[config.mk]
export PLATFORM = sky130hd
export DESIGN_NAME = alu_sin_decoder
export DESIGN_NICKNAME = d
export VERILOG_FILES = /design/src/rtl/alu_pkg.sv /design/src/rtl/alu_sin_frame_rx.sv /design/src/rtl/alu_sin_decoder.sv
export SDC_FILE = /design/constraint.sdc
export NUM_CORES = 1
export LEC_CHECK = 0
export BUFFER_PORTS_ARGS = -buffer_cell sky130_fd_sc_hd__buf_2
export CAP_MARGIN = 0
export CELL_PAD_IN_SITES_DETAIL_PLACEMENT = 0
export CELL_PAD_IN_SITES_GLOBAL_PLACEMENT = 1
export CORE_ASPECT_RATIO = 2
export CORE_MARGIN = 1
export CORE_UTILIZATION = 28
export CTS_CLUSTER_DIAMETER = 50
export DETAILED_ROUTE_END_ITERATION = 12
export PLACE_DENSITY = 0.62
export SLEW_MARGIN = 20
export SYNTH_ARGS = -nofsm -noshare
export SYNTH_HDL_FRONTEND = slang
export SYNTH_HIERARCHICAL = 1
export SYNTH_SLANG_ARGS = --single-unit
[constraint.sdc]
create_clock -name clk -period 8.3 [get_ports clk]
set_input_delay 0.415 -clock clk [delete_from_list [all_inputs] [get_ports clk]]
set_output_delay 0.415 -clock clk [all_outputs]
set_load 0.005 [all_outputs]
[src/rtl/alu_pkg.sv]
// Shared types, constants and CRC4 helper for the serial ALU front end.
package alu_pkg;

  localparam logic DATA_TYPE = 1'b0;
  localparam logic CMD_TYPE  = 1'b1;

  typedef enum logic [2:0] {
    AND = 3'b000,
    OR  = 3'b001,
    ADD = 3'b100,
    SUB = 3'b101
  } operation_t;

  localparam int unsigned ERR_DATA_BIT = 2;
  localparam int unsigned ERR_CRC_BIT  = 1;
  localparam int unsigned ERR_OP_BIT   = 0;

  localparam logic [3:0] DATA_FRAMES = 4'd8;
  localparam logic [3:0] DATA_CNT_SAT = 4'd9;

  // Serial LFSR for x^4+x+1; bit 67 enters first.
  function automatic logic [3:0] crc4_generate(input logic [67:0] d, input logic [3:0] c);
    logic [3:0] crc;
    logic       fb;
    crc = c;
    for (int unsigned i = 0; i < 68; i++) begin
      fb  = crc[3] ^ d[67-i];
      crc = {crc[2:0], 1'b0} ^ {2'b00, fb, fb};
    end
    return crc;
  endfunction

endpackage

[src/rtl/alu_sin_frame_rx.sv]
// Receiver for 11-bit frames: start, type, 8 payload bits MSB first, stop.
module alu_sin_frame_rx
  import alu_pkg::*;
(
  input  logic       clk,
  input  logic       rst,
  input  logic       sin,
  output logic       byte_valid,
  output logic       byte_type,
  output logic [7:0] byte_data,
  output logic       frame_err
);

  typedef enum logic [2:0] {IDLE, TYPE, DATA, STOP, WAIT_IDLE} rx_state_t;

  rx_state_t  state;
  logic [2:0] bit_cnt;
  logic [7:0] shift;

  assign byte_data = shift;

  always_ff @(posedge clk) begin
    if (rst) begin
      state      <= IDLE;
      bit_cnt    <= '0;
      shift      <= '0;
      byte_type  <= DATA_TYPE;
      byte_valid <= 1'b0;
      frame_err  <= 1'b0;
    end else begin
      byte_valid <= 1'b0;
      frame_err  <= 1'b0;
      case (state)
        IDLE: if (!sin) state <= TYPE;
        TYPE: begin
          byte_type <= sin;
          bit_cnt   <= 3'd7;
          state     <= DATA;
        end
        DATA: begin
          shift <= {shift[6:0], sin};
          if (bit_cnt == 3'd0) state <= STOP;
          else bit_cnt <= bit_cnt - 3'd1;
        end
        STOP: begin
          if (sin) begin
            byte_valid <= 1'b1;
            state      <= IDLE;
          end else begin
            frame_err <= 1'b1;
            state     <= WAIT_IDLE;
          end
        end
        WAIT_IDLE: if (sin) state <= IDLE;
        default:   state <= IDLE;
      endcase
    end
  end

endmodule

[src/rtl/alu_sin_decoder.sv]
// Packet assembly, frame-count/CRC/opcode checks and single-entry output register.
module alu_sin_decoder
  import alu_pkg::*;
(
  input  logic        clk,
  input  logic        rst,
  input  logic        sin,
  output logic        out_valid,
  input  logic        out_ready,
  output logic [31:0] a_data,
  output logic [31:0] b_data,
  output logic [2:0]  op,
  output logic [2:0]  err,
  output logic        overrun
);

  logic       byte_valid;
  logic       byte_type;
  logic [7:0] byte_data;
  logic       frame_err;

  alu_sin_frame_rx u_rx (
    .clk        (clk),
    .rst        (rst),
    .sin        (sin),
    .byte_valid (byte_valid),
    .byte_type  (byte_type),
    .byte_data  (byte_data),
    .frame_err  (frame_err)
  );

  logic [63:0] ba;
  logic [3:0]  data_cnt;
  logic        cmd_done;
  logic [3:0]  crc_exp;
  logic [2:0]  new_err;

  assign cmd_done = byte_valid && (byte_type == CMD_TYPE);

  always_comb begin
    crc_exp = crc4_generate({ba, 1'b1, byte_data[6:4]}, 4'h0);
    new_err = '0;
    if (data_cnt != DATA_FRAMES) new_err[ERR_DATA_BIT] = 1'b1;
    else if (byte_data[3:0] != crc_exp) new_err[ERR_CRC_BIT] = 1'b1;
    else if (byte_data[5]) new_err[ERR_OP_BIT] = 1'b1;
  end

  always_ff @(posedge clk) begin
    if (rst) begin
      ba        <= '0;
      data_cnt  <= '0;
      out_valid <= 1'b0;
      a_data    <= '0;
      b_data    <= '0;
      op        <= '0;
      err       <= '0;
      overrun   <= 1'b0;
    end else begin
      if (frame_err) begin
        data_cnt <= '0;
      end else if (byte_valid) begin
        if (byte_type == DATA_TYPE) begin
          ba <= {ba[55:0], byte_data};
          if (data_cnt != DATA_CNT_SAT) data_cnt <= data_cnt + 4'd1;
        end else begin
          data_cnt <= '0;
        end
      end

      // Handshake drop first so a same-cycle reload wins.
      if (out_valid && out_ready) out_valid <= 1'b0;

      if (cmd_done) begin
        if (!out_valid || out_ready) begin
          out_valid <= 1'b1;
          op        <= byte_data[6:4];
          err       <= new_err;
          a_data    <= new_err[ERR_DATA_BIT] ? '0 : ba[31:0];
          b_data    <= new_err[ERR_DATA_BIT] ? '0 : ba[63:32];
        end else begin
          overrun <= 1'b1;
        end
      end
    end
  end

endmodule
==> flow_metrics.env, run 1 <==
export IMPL_yosysUniqueCellTypes=46
export IMPL_grt_antenna_before_repair=0
export IMPL_portBuffers=75
export IMPL_critical_path_max_fanout=6
export IMPL_synth_seq_cells=157
export IMPL_core_sq_um=24400
export IMPL_clock_fmax_mhz=279
export IMPL_cts_buffer_count=17
export IMPL_seq_area_frac_synth=0.453
export IMPL_outcome="finished clean"
export IMPL_grt_pass1_wl_um=29700
export IMPL_globalRouteTotalUtil=0.157
export IMPL_dieHeight_um=225
export IMPL_timing_worst_setup_path_type="flip-flop to flip-flop"
export IMPL_num_nets_final=797
export IMPL_sum_of_net_half_perimeters_after_detailed_placement_um=12900
export IMPL_multi_input_combinational_cell_area_sq_um=3580
export IMPL_final_antenna_net_count=0
export IMPL_postCtsResizedCells=0
export IMPL_max_capacitance_violation_count=0
export IMPL_die_area_sq_um=25500
export IMPL_filler_cell_count=2523
export IMPL_unrepaired_setup_endpoints_after_global_routing="false"
export IMPL_min_path_type="input port to flip-flop"
export IMPL_clockRootBuffer="sky130_fd_sc_hd__clkbuf_16"
export IMPL_tritoncts_num_sinks=157
export IMPL_synth_edff_count=0
export IMPL_syn_nets=750
export IMPL_synth_area_top_cells="sky130_fd_sc_hd__dfxtp_1 45%, sky130_fd_sc_hd__nand2_1 8.2%, sky130_fd_sc_hd__xnor3_1 8.1%"
export IMPL_synth_area_sq_um=6940
export IMPL_cts_root_to_sink_buffers=2
export IMPL_fp_row_count=81
export IMPL_worstSetupEndpointType="flip-flop"
export IMPL_cts_clk_slew_worst_paths_ps=60
export IMPL_holdWs_ps=224
export IMPL_yosys_top_cells_count="157 x sky130_fd_sc_hd__dfxtp_1, 151 x sky130_fd_sc_hd__nand2_1, 75 x sky130_fd_sc_hd__a21oi_1, 75 x sky130_fd_sc_hd__nor2_1, 65 x sky130_fd_sc_hd__a22oi_1"
export IMPL_report_final_setup_viol=0
export IMPL_via_per_inst=4.54
export IMPL_regArea_sq_um=3140
export IMPL_max_slew_worst_pin_slew_ps=1020
export IMPL_worst_endpoint_required_ps=8590
export IMPL_drt_drc_violations_left=0
export IMPL_globalRoute_totalOverflow=0
export IMPL_syn2layout_area_growth_pct=17.3
export IMPL_final_cell_count_no_fill=1133
export IMPL_ctsHoldBuffers=0
export IMPL_cts_tree="yes"
export IMPL_fin_util=0.333
export IMPL_worstSetupStartpointType="flip-flop"
export IMPL_post_route_min_period_ps=3590
export IMPL_number_of_drc_markers_after_the_initial_detailed_route_iteration=246
export IMPL_cts_htree_levels=4
export IMPL_power_density_nw_per_um2=196
export IMPL_final_period_utilization=0.432
export IMPL_final_hold_violation_count=0
export IMPL_skew_ps=8.49
export IMPL_globalplace_congestion=0.761
export IMPL_yosysTopAreaCellShare=0.453
export IMPL_drive_gt1_frac=0.162
export IMPL_placedCellCount=1101
export IMPL_grt_max_degree=94
export IMPL_maxSlewHeadroom=0.320
export IMPL_setup_buffers_after_cts=0
export IMPL_rrSetupSlack_ps=4710
export IMPL_post_drt_wl_per_cell_um=16.8
export IMPL_vias=5139
export IMPL_diodes=0
export IMPL_num_io_pins=76
export IMPL_yosysMostFrequentCell="sky130_fd_sc_hd__dfxtp_1"
export IMPL_syn_area_per_cell_sq_um=9.37
export IMPL_static_leakage_power_nw=3.21
export IMPL_clk_insertion_delay_late_ps=440
export IMPL_fin_setup_tns_ps=0
export IMPL_firstDrtPassIters=5
export IMPL_maximum_ir_drop_on_the_vdd_rail_mv=0.135
export IMPL_postSynthCellCount=741
export IMPL_dieWidth_um=113
export IMPL_postRouteWirelength_um=19000
export IMPL_initial_utilization=0.284
export IMPL_worst_ep_arrival_time_ps=3880
export IMPL_final_max_slew_viol_count=0
export IMPL_yosysTopAreaCell="sky130_fd_sc_hd__dfxtp_1"
export IMPL_first_global_vias=5108
export IMPL_yosys_most_used_dff="sky130_fd_sc_hd__dfxtp_1"
export IMPL_asyncSetResetFlopFracSynth=0
export IMPL_yosys_warnings=6
## flip-flops by register name (all words and copies together), names as in the netlist, 3 cells and up
signal and flops:
a_data 32, b_data 32, ba 64, data_cnt 4, err 3, op 3, u_rx/bit_cnt 3, u_rx/byte_data 8
u_rx/state 3
## cell usage in the layout, fill, tap and decap left out, drive strengths merged, types with 3 or more instances in the layout
cell type  netlist  routed
ha               5       5
clkbuf          38      18
inv              6      11
dfxtp          157     157
nand3            3       3
xor2            18      18
clkinvlp         0       3
a211oi           6       6
nor2            76      76
buf             13      79
xnor3           26      26
nor3             3       3
xnor2           64      64
a22oi           65      65
a21oi           75      75
mux2i            4       4
nor3b            4       4
clkinv           0       5
nand2          151     151
## worst paths after layout
path / end / cells past startpoint / start
worst min register to register: err[2] / 2 / err[2]
worst min-delay path: u_rx/state[2] / 2 / sin
worst max register to register: err[1] / 11 / ba[52]
worst max-delay path: err[1] / 11 / ba[52]
## report_power, final
group,total [mW],switching (mW),internal (mW)
Combinational,0.0543,0.0371,0.0172
Sequential,0.766,0.00773,0.759
Clock,0.773,0.347,0.426
Total,1.59,0.392,1.20
## cells by family after synthesis
group	count (synthesis)	share of synthesized area
XOR/XNOR	110	0.201
adder cells (fa/ha/maj)	5	0.00901
buffers and inverters	57	0.0348
AND/OR/NAND/NOR	254	0.154
AO/OA/AOI/OAI	154	0.143
flip-flops	157	0.453
multiplexers	4	0.00577
## final cells by class
cell class              instances  share of cell area
multi-input cells             527               0.440
flip-flops and latches        157               0.386
clock buffers                  18              0.0539
well taps                     332              0.0510
repair buffers                 79              0.0501
clock inverters                14              0.0166
inverters                       6             0.00277
## through the flow
step           setup slack [ps]  cell area (sq um)  power, mW
2_1_floorplan              4970               6940      0.831
3_3_place_gp               4780               7570      0.838
3_5_place_dp               4710               7570      0.839
4_1_cts                    4690               8140       1.61
5_1_grt                    4470               8140       1.65
6_report                   4710               8140       1.59
## worst max-delay path, stage by stage (launching register included)
cell and delay (ps):
sky130_fd_sc_hd__dfxtp_1 480, sky130_fd_sc_hd__xnor3_1 420, sky130_fd_sc_hd__xnor3_1 190, sky130_fd_sc_hd__xnor3_1 420
sky130_fd_sc_hd__xnor3_1 420, sky130_fd_sc_hd__xnor2_1 290, sky130_fd_sc_hd__xnor3_1 380, sky130_fd_sc_hd__or3_1 330
sky130_fd_sc_hd__a211oi_2 180, sky130_fd_sc_hd__o21ai_1 100, sky130_fd_sc_hd__a22oi_1 160, sky130_fd_sc_hd__nor2_1 50
## metal layers
metal | GRT usage | share of wire
met3 | 0.0267 | 0.026
met5 | 0 | 0
met2 | 0.299 | 0.57
met4 | 0.0747 | 0.026
met1 | 0.162 | 0.38
No activity file was read; power rests on OpenSTA's default activity.
==> run 2, diff against run 1 <==
Clock period 8.3 ns to 3.3 ns, I/O delays scaled along.
==> run 2 against run 1 <==
Effect of this change: the flow now finishes with violations (negative setup slack); sequential power increased to 2.5 times the previous value; utilization grew 2.8 points; clock power grew to 2.6 times the previous value.
==> flow_metrics.env, run 2 (synthesized netlist as in run 1, its figures left out) <==
export IMPL_outcome="complete, but fails checks"
export IMPL_violations="negative setup slack"
export IMPL_portBuffers=75
export IMPL_cp_common_cell="sky130_fd_sc_hd__xnor3_1"
export IMPL_worst_endpoint_required_ps=3610
export IMPL_globalRoute_totalOverflow=0
export IMPL_unrepaired_setup_endpoints_after_global_routing="true"
export IMPL_diodes=0
export IMPL_core_sq_um=24400
export IMPL_min_path_type="input port to flip-flop"
export IMPL_vias=5385
export IMPL_p_int_mw=3.16
export IMPL_cts_buffer_count=17
export IMPL_holdWs_ps=78.1
export IMPL_cp_cell_sequence="xnor2_2 -> xnor3_1 -> xnor3_1 -> xnor3_1 -> xnor2_2 -> xnor3_1 -> or3_1 -> a211oi_2 -> o21ai_2 -> a22oi_1 -> nor2_1"
export IMPL_cts_clk_slew_worst_paths_ps=60
export IMPL_fp_row_count=81
export IMPL_clk_insertion_delay_late_ps=430
export IMPL_via_per_inst=4.48
export IMPL_max_capacitance_violation_count=0
export IMPL_globalplace_congestion=0.742
export IMPL_critPathSlowestCell="sky130_fd_sc_hd__xnor3_1"
export IMPL_clockRootBuffer="sky130_fd_sc_hd__clkbuf_16"
export IMPL_grt_max_degree=71
export IMPL_die_area_sq_um=25500
export IMPL_clock_fmax_mhz=302
export IMPL_power_total_mw=4.09
export IMPL_number_of_flip_flops_under_the_largest_register_name=64
export IMPL_setup_ws_ps=-16.0
export IMPL_globalRouteTotalUtil=0.156
export IMPL_fin_setup_tns_ps=-16.0
export IMPL_worstSetupEndpointType="flip-flop"
export IMPL_final_period_utilization=1.00
export IMPL_worstSetupStartpoint="ba[60]"
export IMPL_category_of_cells_accounting_for_the_largest_share_of_critical_path_delay="XOR/XNOR gates"
export IMPL_final_max_slew_viol_count=0
export IMPL_p_seq_frac=0.471
export IMPL_cts_htree_levels=4
export IMPL_final_hold_violation_count=0
export IMPL_dpl_worst_slack_ps=-141
export IMPL_placedCellCount=1162
export IMPL_timing_rr_start="ba[60]"
export IMPL_finalInstanceArea_sq_um=8830
export IMPL_timing_worst_setup_path_type="flip-flop to flip-flop"
export IMPL_cts_root_to_sink_buffers=2
export IMPL_largestRegisters="ba: 64 flops, a_data: 32 flops, b_data: 32 flops"
export IMPL_final_cell_count_no_fill=1201
export IMPL_first_global_vias=5378
export IMPL_tritoncts_num_sinks=157
export IMPL_worstSetupStartpointType="flip-flop"
export IMPL_grt_antenna_before_repair=0
export IMPL_report_final_setup_viol=1
export IMPL_drt_drc_violations_left=0
export IMPL_grt_pass1_wl_um=29500
export IMPL_dieWidth_um=113
export IMPL_share_comb_of_total_power=0.035
export IMPL_syn2layout_area_growth_pct=27.2
export IMPL_skew_ps=9.58
export IMPL_firstDrtPassIters=6
export IMPL_initial_utilization=0.284
export IMPL_switchingPower_uw=929
export IMPL_static_leakage_power_nw=3.61
export IMPL_post_drt_wl_per_cell_um=15.7
export IMPL_hold_start="out_ready"
export IMPL_sum_of_net_half_perimeters_after_detailed_placement_um=13600
export IMPL_critical_path_max_fanout=4
export IMPL_post_route_min_period_ps=3320
export IMPL_clock_power_share=0.494
export IMPL_final_antenna_net_count=0
export IMPL_cp_buffers_inverters=0
export IMPL_swShare=0.227
export IMPL_postRouteWirelength_um=18900
export IMPL_maximum_ir_drop_on_the_vdd_rail_mv=0.334
export IMPL_drive_gt1_frac=0.253
export IMPL_dpl_instance_area_sq_um=8050
export IMPL_fin_util=0.362
export IMPL_num_io_pins=76
export IMPL_power_density_nw_per_um2=463
export IMPL_worst_ep_arrival_time_ps=3630
export IMPL_cts_tree="yes"
export IMPL_num_nets_final=866
export IMPL_number_of_drc_markers_after_the_initial_detailed_route_iteration=348
export IMPL_critical_path_max_stage_delay_ps=440
export IMPL_maxSlewHeadroom=0.467
export IMPL_max_slew_worst_pin_slew_ps=800
export IMPL_mostFrequentLayoutCells="153 x sky130_fd_sc_hd__dfxtp_1, 151 x sky130_fd_sc_hd__nand2_1, 75 x sky130_fd_sc_hd__a21oi_1, 74 x sky130_fd_sc_hd__nor2_1, 74 x sky130_fd_sc_hd__buf_2"
export IMPL_layout_cells_most_common="sky130_fd_sc_hd__dfxtp_1"
export IMPL_top_register="ba"
export IMPL_dieHeight_um=225
[run 2: per-layer routing]
layer | vias up | routed length [um] | global-route usage
met5 | - | 0 | 0
met2 | 83 | 11100 | 0.311
li1 | 2726 | - | -
met3 | 24 | 437 | 0.0331
met4 | 0 | 506 | 0.0696
met1 | 2552 | 6850 | 0.149
[run 2: layout make-up]
| type | instances | area (sq um) |
|---|---|---|
| sequential | 157 | 3150 |
| fill | 2526 | 15600 |
| inverter | 6 | 22.5 |
| clock inverter | 13 | 166 |
| multi-input combinational | 527 | 3700 |
| clock buffer | 18 | 439 |
| tap | 332 | 415 |
| timing repair buffer | 148 | 941 |
[run 2: what timing repair did]
| action | in CTS | in global routing |
|---|---|---|
| setup endpoints to repair | 2 | 2 |
| hold buffers | 1 | 0 |
| hold endpoints to repair | 2 | 0 |
| resized for setup | 10 | 12 |
| buffers inserted | 6 | 1 |
| pin swaps | 9 | 6 |
[run 2: path summary, 6_finish.rpt]
check	endpoint	slack, ps	cells after the start
setup reg to reg	err[1]	-20	11
hold / removal	out_valid	80	3
setup / recovery	err[1]	-20	11
hold reg to reg	ba[7]	450	2
[run 2: worst register-to-register path: cells and delay by family (launching register included)]
family	cells	cell delay, ps
XOR/XNOR	6	2020
AO/OA/AOI/OAI	3	450
AND/OR/NAND/NOR	2	390
flip-flops	1	360
[run 2: power groups by stage]
| stage | sequential (mW) | combinational [mW] | clock, mW |
|---|---|---|---|
| 4_1_cts | 1.93 | 0.143 | 2.09 |
| 3_5_place_dp | 1.97 | 0.142 | 0 |
| 6_report | 1.93 | 0.141 | 2.02 |
| 3_3_place_gp | 1.97 | 0.140 | 0 |
| 5_1_grt | 1.93 | 0.154 | 2.16 |
| 2_1_floorplan | 1.96 | 0.130 | 0 |
